File: config.mk
export PLATFORM = sky130hd
export DESIGN_NAME = acp_burst_arbiter
export DESIGN_NICKNAME = d
export VERILOG_FILES = /design/src/rtl/acp_burst_arbiter_pkg.sv /design/src/rtl/acp_rr_select.sv /design/src/rtl/acp_burst_arbiter.sv
export SDC_FILE = /design/constraint.sdc
export NUM_CORES = 1
export LEC_CHECK = 0
export BUFFER_PORTS_ARGS = -buffer_cell sky130_fd_sc_hd__buf_2
export CAP_MARGIN = 20
export CORE_AREA = 10 10 135 100
export CTS_CLUSTER_DIAMETER = 40
export DETAILED_ROUTE_END_ITERATION = 10
export DIE_AREA = 0 0 145 110
export PLACE_DENSITY = 0.52
export SLEW_MARGIN = 15
export SYNTH_ARGS = -nofsm -noshare
export SYNTH_HDL_FRONTEND = slang
export SYNTH_HIERARCHICAL = 1
export SYNTH_SLANG_ARGS = --single-unit
export TNS_END_PERCENT = 5
File: constraint.sdc
create_clock -name clk -period 3.87 [get_ports clk]
set_input_delay 0 -clock clk [delete_from_list [all_inputs] [get_ports clk]]
set_output_delay 0 -clock clk [all_outputs]
set_load 0.01 [all_outputs]
File: src/rtl/acp_burst_arbiter_pkg.sv
// Shared definitions for the ADC-to-Ethernet burst arbiter: FSM states,
// channel identifiers and default burst geometry.
package acp_burst_arbiter_pkg;

  typedef enum logic [2:0] {
    ST_IDLE,
    ST_SELECT,
    ST_READ,
    ST_DRAIN,
    ST_GAP
  } state_t;

  localparam logic CH_ADC1 = 1'b0;
  localparam logic CH_ADC2 = 1'b1;

  localparam int BURST_LEN_DEF  = 256;
  localparam int GAP_CYCLES_DEF = 12;

endpackage

File: src/rtl/acp_rr_select.sv
// Combinational channel choice: a channel is eligible once its FIFO holds a
// full burst; ties go to the channel that was not served last.
module acp_rr_select
  import acp_burst_arbiter_pkg::*;
#(
  parameter int CNT_W     = 9,
  parameter int BURST_LEN = BURST_LEN_DEF
) (
  input  logic [CNT_W-1:0] rd_count_1,
  input  logic [CNT_W-1:0] rd_count_2,
  input  logic             last_ch,
  output logic             eligible,
  output logic             pick
);

  // One extra bit so a BURST_LEN equal to 2**CNT_W is never eligible.
  localparam logic [CNT_W:0] THRESH = (CNT_W+1)'(BURST_LEN);

  logic [1:0][CNT_W-1:0] count;
  logic [1:0]            elig;

  assign count = {rd_count_2, rd_count_1};

  genvar gi;
  generate
    for (gi = 0; gi < 2; gi++) begin : g_elig
      assign elig[gi] = ({1'b0, count[gi]} >= THRESH);
    end
  endgenerate

  always_comb begin
    eligible = |elig;
    pick     = CH_ADC1;
    if (elig[0] && elig[1]) begin
      pick = (last_ch == CH_ADC1) ? CH_ADC2 : CH_ADC1;
    end else if (elig[1]) begin
      pick = CH_ADC2;
    end
  end

endmodule

File: src/rtl/acp_burst_arbiter.sv
// Moves fixed-length bursts from two ADC FIFOs to the Ethernet packet
// builder, alternating fairly between channels with an idle gap per burst.
module acp_burst_arbiter
  import acp_burst_arbiter_pkg::*;
#(
  parameter int BURST_LEN  = BURST_LEN_DEF,
  parameter int GAP_CYCLES = GAP_CYCLES_DEF,
  parameter int CNT_W      = 9
) (
  input  logic             clk,
  input  logic             rst_n,
  input  logic             enable,
  input  logic [CNT_W-1:0] rd_count_1,
  input  logic [CNT_W-1:0] rd_count_2,
  input  logic [15:0]      dout_1,
  input  logic [15:0]      dout_2,
  input  logic             pkt_ready,
  output logic             rdreq_1,
  output logic             rdreq_2,
  output logic [15:0]      data_out,
  output logic             data_valid,
  output logic             burst_start,
  output logic             burst_done,
  output logic             burst_ch,
  output logic [15:0]      burst_seq
);

  localparam int WORD_W = $clog2(BURST_LEN + 1);
  localparam int GAP_W  = $clog2(GAP_CYCLES + 1);
  localparam logic [WORD_W-1:0] WORD_LAST = WORD_W'(BURST_LEN - 1);
  localparam logic [GAP_W-1:0]  GAP_LAST  = GAP_W'(GAP_CYCLES - 1);

  logic [1:0]        rst_sync_reg;
  logic              rst_int_n;
  state_t            state_reg, state_next;
  logic [WORD_W-1:0] word_cnt_reg;
  logic [GAP_W-1:0]  gap_cnt_reg;
  logic              ch_reg, last_ch_reg, enable_d_reg;
  logic [1:0][15:0]  seq_reg, seq_next;
  logic              data_valid_reg, burst_start_reg, burst_done_reg;
  logic              eligible, pick;
  logic              reading, last_word, gap_last, enable_rise;

  // Assert asynchronously, release two clocks after rst_n rises.
  always_ff @(posedge clk or negedge rst_n) begin
    if (!rst_n) rst_sync_reg <= '0;
    else        rst_sync_reg <= {rst_sync_reg[0], 1'b1};
  end
  assign rst_int_n = rst_sync_reg[1];

  assign reading     = (state_reg == ST_READ);
  assign last_word   = reading && (word_cnt_reg == WORD_LAST);
  assign gap_last    = (state_reg == ST_GAP) && (gap_cnt_reg == GAP_LAST);
  assign enable_rise = enable && !enable_d_reg;

  acp_rr_select #(
    .CNT_W     (CNT_W),
    .BURST_LEN (BURST_LEN)
  ) u_rr_select (
    .rd_count_1 (rd_count_1),
    .rd_count_2 (rd_count_2),
    .last_ch    (last_ch_reg),
    .eligible   (eligible),
    .pick       (pick)
  );

  always_comb begin
    state_next = state_reg;
    case (state_reg)
      ST_IDLE:   if (enable && pkt_ready) state_next = ST_SELECT;
      ST_SELECT: state_next = eligible ? ST_READ : ST_IDLE;
      ST_READ:   if (last_word) state_next = ST_DRAIN;
      ST_DRAIN:  state_next = ST_GAP;
      ST_GAP:    if (gap_last) state_next = ST_IDLE;
      default:   state_next = ST_IDLE;
    endcase
  end

  always_ff @(posedge clk or negedge rst_int_n) begin
    if (!rst_int_n) state_reg <= ST_IDLE;
    else            state_reg <= state_next;
  end

  genvar gi;
  generate
    for (gi = 0; gi < 2; gi++) begin : g_seq
      assign seq_next[gi] = enable_rise ? 16'h0000 :
                            (burst_done_reg && (ch_reg == 1'(gi))) ? seq_reg[gi] + 16'd1 :
                            seq_reg[gi];
    end
  endgenerate

  always_ff @(posedge clk or negedge rst_int_n) begin
    if (!rst_int_n) begin
      word_cnt_reg    <= '0;
      gap_cnt_reg     <= '0;
      ch_reg          <= CH_ADC1;
      last_ch_reg     <= CH_ADC2;
      enable_d_reg    <= 1'b0;
      seq_reg         <= '0;
      data_valid_reg  <= 1'b0;
      burst_start_reg <= 1'b0;
      burst_done_reg  <= 1'b0;
    end else begin
      enable_d_reg    <= enable;
      word_cnt_reg    <= reading ? word_cnt_reg + WORD_W'(1) : '0;
      gap_cnt_reg     <= (state_reg == ST_GAP) ? gap_cnt_reg + GAP_W'(1) : '0;
      data_valid_reg  <= reading;
      burst_start_reg <= reading && (word_cnt_reg == '0);
      burst_done_reg  <= last_word;
      seq_reg         <= seq_next;
      if (state_reg == ST_SELECT && eligible) ch_reg <= pick;
      if (enable_rise)         last_ch_reg <= CH_ADC2;
      else if (burst_done_reg) last_ch_reg <= ch_reg;
    end
  end

  // FIFO data lands one cycle after rdreq, aligned with data_valid_reg.
  assign rdreq_1     = reading && (ch_reg == CH_ADC1);
  assign rdreq_2     = reading && (ch_reg == CH_ADC2);
  assign data_valid  = data_valid_reg;
  assign data_out    = data_valid_reg ? ((ch_reg == CH_ADC2) ? dout_2 : dout_1) : 16'h0000;
  assign burst_start = burst_start_reg;
  assign burst_done  = burst_done_reg;
  assign burst_ch    = ch_reg;
  assign burst_seq   = seq_reg[ch_reg];

endmodule

After elaboration in Yosys (flattened, before gate mapping)
Index checks and enable logic that the tools add are counted.
W data, S select, Z words.
{"block": "op_classes", "n_addsub": 4, "n_mul": 0, "div_mod_pow": 0, "n_lt_le_gt_ge": 3, "eq_ne": 9, "shifts": 0, "n_mux": 20, "bitwise": 1, "reduce_logical": 19}
{"operator": "$mux W16", "count": 8}
{"operator": "$add A16 B1 Y16 const B", "count": 2}
{"operator": "$ge A9 B9 Y1 const B", "count": 2}
{"operator": "$pmux W3 S5", "count": 1}
{"operator": "$logic_and A1 B1 Y1", "count": 11}
{"operator": "$add A9 B1 Y9 const B", "count": 1}
{"operator": "$eq A9 B8 Y1 const B", "count": 1}
{"operator": "$logic_not A9 Y1", "count": 1}
{"operator": "$mux W3", "count": 3}
{"operator": "$mux W9", "count": 1}
{"operator": "$eq A3 B2 Y1 const B", "count": 2}
{"operator": "$reduce_bool A2 Y1", "count": 3}
{"operator": "$mux W1", "count": 5}
{"operator": "$add A4 B1 Y4 const B", "count": 1}
{"operator": "$eq A4 B4 Y1 const B", "count": 1}
{"operator": "$mux W4", "count": 1}
{"operator": "$ne A2 B2 Y1 const B", "count": 2}
{"operator": "$eq A3 B1 Y1 const B", "count": 1}
{"operator": "$eq A3 B3 Y1 const B", "count": 1}
{"operator": "$logic_not A3 Y1", "count": 1}
{"operator": "$reduce_and A3 Y1", "count": 1}
{"operator": "$lt A1 B2 Y1 const B", "count": 1}
{"operator": "$mux W2", "count": 1}
{"operator": "$ne A2 B1 Y1 const B", "count": 1}
{"operator": "other kinds (3)", "count": 3}
{"block": "word_totals", "regBits": 56, "latch_bits": 0, "ramBits": 0, "mem_bits_ro": 0, "in_bits": 54, "out_inout_bits": 38, "elab_cells": 68, "memories": 0}

Logic depth before layout (Yosys ltp)
{"block": "logic_depth", "word_depth": 4, "depth_mapped": 6, "ltp_nobuf": 6}

Modules after synthesis
Netlist, hierarchy kept.
{"module": "acp_burst_arbiter", "instances": 1, "cells_each": 320, "area_each_um2": 3194.3, "seq_area_each_um2": 1402.6}
{"module": "acp_rr_select", "instances": 1, "cells_each": 2, "area_each_um2": 13.8, "seq_area_each_um2": 0.0}

Least setup slack after synthesis
No wires, ideal clock.
{"block": "synth_timing", "path_type": "register -> register", "start": "register ch_reg (netlist: burst_ch)", "end": "register seq_reg[11] in the netlist's numbering", "setup_ps": 120, "arrival_ps": 1523, "t_required_ps": 3750, "setup_slack_ps": 2226, "path_stages_with_launch": 5, "n_path_buf": 0, "period_less_slack_ps": 1644, "cell_sequence": "dfrtp_1 -> nand2b_2 -> a2111oi_4 -> a31oi_1 -> a41o_1"}
{"block": "synth_between", "elab_chain_cells": 3}
{"item": "start: declaration", "line_no": "acp_burst_arbiter.sv:38", "source": "logic ch_reg, last_ch_reg, enable_d_reg;"}
{"item": "start signal: assignment", "line_no": "acp_burst_arbiter.sv:112", "source": "if (state_reg == ST_SELECT && eligible) ch_reg <= pick;"}
{"item": "$not A1 Y1", "line_no": "acp_burst_arbiter.sv:88", "source": "(burst_done_reg && (ch_reg == 1'(gi))) ? seq_reg[gi] + 16'd1 :"}
{"item": "$logic_and A1 B1 Y1", "line_no": "acp_burst_arbiter.sv:88"}
{"item": "$reduce_bool A2 Y1 (no source line)"}
{"item": "end signal: assignment", "line_no": "acp_burst_arbiter.sv:111", "source": "seq_reg <= seq_next;"}
{"item": "end: declaration", "line_no": "acp_burst_arbiter.sv:39", "source": "logic [1:0][15:0] seq_reg, seq_next;"}
Every way passes these cells.
A chain may end at the register's enable or synchronous reset.

Final worst setup path
{"block": "layout_timing", "start": "register ch_reg (netlist: burst_ch)", "end": "register seq_reg[31] in the netlist's numbering"}
{"block": "layout_between", "elab_chain_cells": 2}
{"item": "$logic_and A1 B1 Y1", "line_no": "acp_burst_arbiter.sv:88"}
{"item": "$reduce_bool A2 Y1 (no source line)"}
Every way passes these cells.

==> qor.yml <==
timing:
  fin_ws_ns: 1.380
  setup_violations: 0
  worst_slew_pin_slew_ns: 1.020
  rsz0062_at_grt: "no"
  skew_ns: 0.004640
  drv_slew: 0
  finalCriticalPeriod_ns: 2.490
  fmax_ghz: 0.4016
  hold_slack_ns: 0.01520
  hold_violations: 0
  maxSlewHeadroom_pct: 32.02
  tns_ns: 0
  fin_crit_sh_pct: 64.34
route:
  drtAntennaViolNets: 0
  vias: 2579
  via_per_inst: 4.698
  routedWlPerCell_um: 14.86
  wirelength_um: 8157
  first_iter_violations: 165
  dr.pass1.iters: 4
  drcViolationCount: 0
yosys:
  synth.distinct_cells: 44
  yosysTopAreaCell: "dfrtp_1"
  syn_avg_cell_area_um2: 9.963
  syn_area_um2: 3208
  ys_ff_latch: 56
  seq_area_frac_synth_pct: 43.72
  netlist.area_leader.share_pct: 42.90
  synth_area_leaders: "dfrtp_1 (43%), mux2i_1 (5.9%), mux2_2 (5.6%)"
  synth_fp_nets: 382
  yosys_warnings: 6
  netlist_instances: 322
  synth_ff_type: "dfrtp_1"
  synth_edf_count: 0
  async_reset_ff_share_pct: 100.0
cells_and_area:
  final_common_cell: "buf_2"
  drive_above_1_share_pct: 29.80
  layout.cells.non_filler: 549
  num_antenna_cells: 0
  nets: 455
  final_cell_mix: "buf_2 (75), dfrtp_1 (53), nor2_1 (42)"
  syn2layout_area_growth_pct: 22.74
  largest_reg_flops: 32
  fin_util_pct: 36.29
setup_path:
  worst_path_max_delay_cell: "dfrtp_2"
  cp_top_family: "flip-flops"
  cp.required_ns: 4.06
  path_cells: "nand2_2 > a211oi_1 > a31oi_1 > a41o_1"
  arrival_ns: 2.68
  path_buf_inv: 0
  worstSetupPathType: "reg2reg"
  cp_max_fo: 42
  start_kind: "flop"
  crit_path_end_kind: "flop"
  cpPeakStageDelay_ns: 1.03
clock_tree:
  cts_max_level: 2
  cts_tree: "built"
  cts_sinks: 56
  cts_root_buffer: "clkbuf_16"
  clkLatencyLatePin_ns: 0.29
  cts_buffer_depth: 2
  cts_buffers: 5
  clk_pin_slew_worst_paths_ns: 0.07
  cts_resized: 0
global_route:
  overflow: 0
  grt_pass1_vias: 2575
  grt_pass1_wl_um: 13790
  antenna_found_initial: 0
  grtUsageTotal_pct: 10.41
  grt_max_degree: 43
placed_design:
  dp_hpwl_um: 6024
  dp_slack_ns: 1.411
  io_buffers: 75
  routabilityCongestion: 0.7843
  dp_cells: 539
power:
  leakagePower_nw: 1.849
  irDropWorstVdd_mv: 0.2166
  power.density_nw_per_um2: 423.9
floorplan:
  die_x_um: 145
  die_h_um: 110
  die_area_um2: 15950
  pin_count: 92
  start_util_pct: 29.57
  num_rows: 32
  coreArea_um2: 10850
outcome:
  status: "completed"
flow_run:
  drv_cap: 0
min_path:
  hold_class: "in2async"
==> repair_timing <==
item	in CTS	in global routing
endpoints found under the hold margin	3	0
buffers inserted	0	0
hold buffers	2	0
==> power by group <==
group	internal [W]	total, W	switching [W]
clock network	0.000325	0.000541	0.000217
registers	0.000621	0.000759	0.000139
logic	0.000204	0.000368	0.000164
total	0.00115	0.00167	0.000519
==> Yosys cell counts (6+ instances only) <==
cell type  number
nor2_1         42
nand4_1        10
a21oi_1        11
xnor2_1        19
nand2b_1        6
xor2_1          7
nand3_1        10
ha_1            6
inv_1           7
nand2_1        29
dfrtp_1        55
and3_1          7
mux2_2         16
nor2b_1        18
mux2i_1        19
==> final cells by class <==
| class | count | area [um^2] |
|---|---|---|
| clock buffer | 6 | 138.9 |
| clock inverter | 2 | 38.79 |
| fill | 1120 | 6913 |
| inverter | 7 | 26.28 |
| multi-input combinational | 245 | 1719 |
| sequential | 56 | 1405 |
| tap | 153 | 191.4 |
| timing repair buffer | 80 | 417.9 |
==> cells by family (layout without fill, tap and decap cells) <==
kind of cell | count (synthesis) | in the layout | share of synthesized area [%]
compound gates | 39 | 39 | 11.08
xor+xnor | 26 | 26 | 7.098
fa+ha+maj | 6 | 6 | 2.340
buf+inv | 21 | 95 | 2.769
flops | 56 | 56 | 43.72
mux | 35 | 35 | 11.54
other cells | 1 | 1 | 0.1169
simple gates | 138 | 138 | 21.33
==> layer usage <==
metal  global-route usage, %  share of wire [%]  wire, um  vias up
li1                        -                  -         -     1266
met1                   15.61                 56      4590     1218
met2                   14.08                 36      2977       88
met3                   3.461                6.6       542        7
met4                   1.744               0.56        46        0
met5                       0                  0         0        -
==> through the flow <==
| step | power [W] | instance area, um^2 |
|---|---|---|
| finish | 0.001669 | 3938 |
| global route | 0.001766 | 3938 |
| CTS | 0.001693 | 3938 |
| detailed placement | 0.001147 | 3740 |
| global placement | 0.001142 | 3740 |
| floorplan | 0.0009934 | 3208 |
==> final timing paths <==
kind,start,end,depth (start not counted),slack (ns)
hold reg to reg,rst_sync_reg[1]$_DFF_PN0_,gap_cnt_reg[0]$_DFF_PN0_,0,0.22
min in group clk,pkt_ready,state_reg[0]$_DFFE_PN0P_,5,0.09
hold / removal,rst_n,rst_sync_reg[0]$_DFF_PN0_,2,0.02
max in group asynchronous,rst_sync_reg[1]$_DFF_PN0_,last_ch_reg$_DFFE_PN1P_,1,2.81
setup / recovery,burst_ch$_DFFE_PN0P_,seq_reg[31]$_DFFE_PN0P_,4,1.38
setup reg to reg,burst_ch$_DFFE_PN0P_,seq_reg[31]$_DFFE_PN0P_,4,1.38
Power figures use the tool's default switching activity.
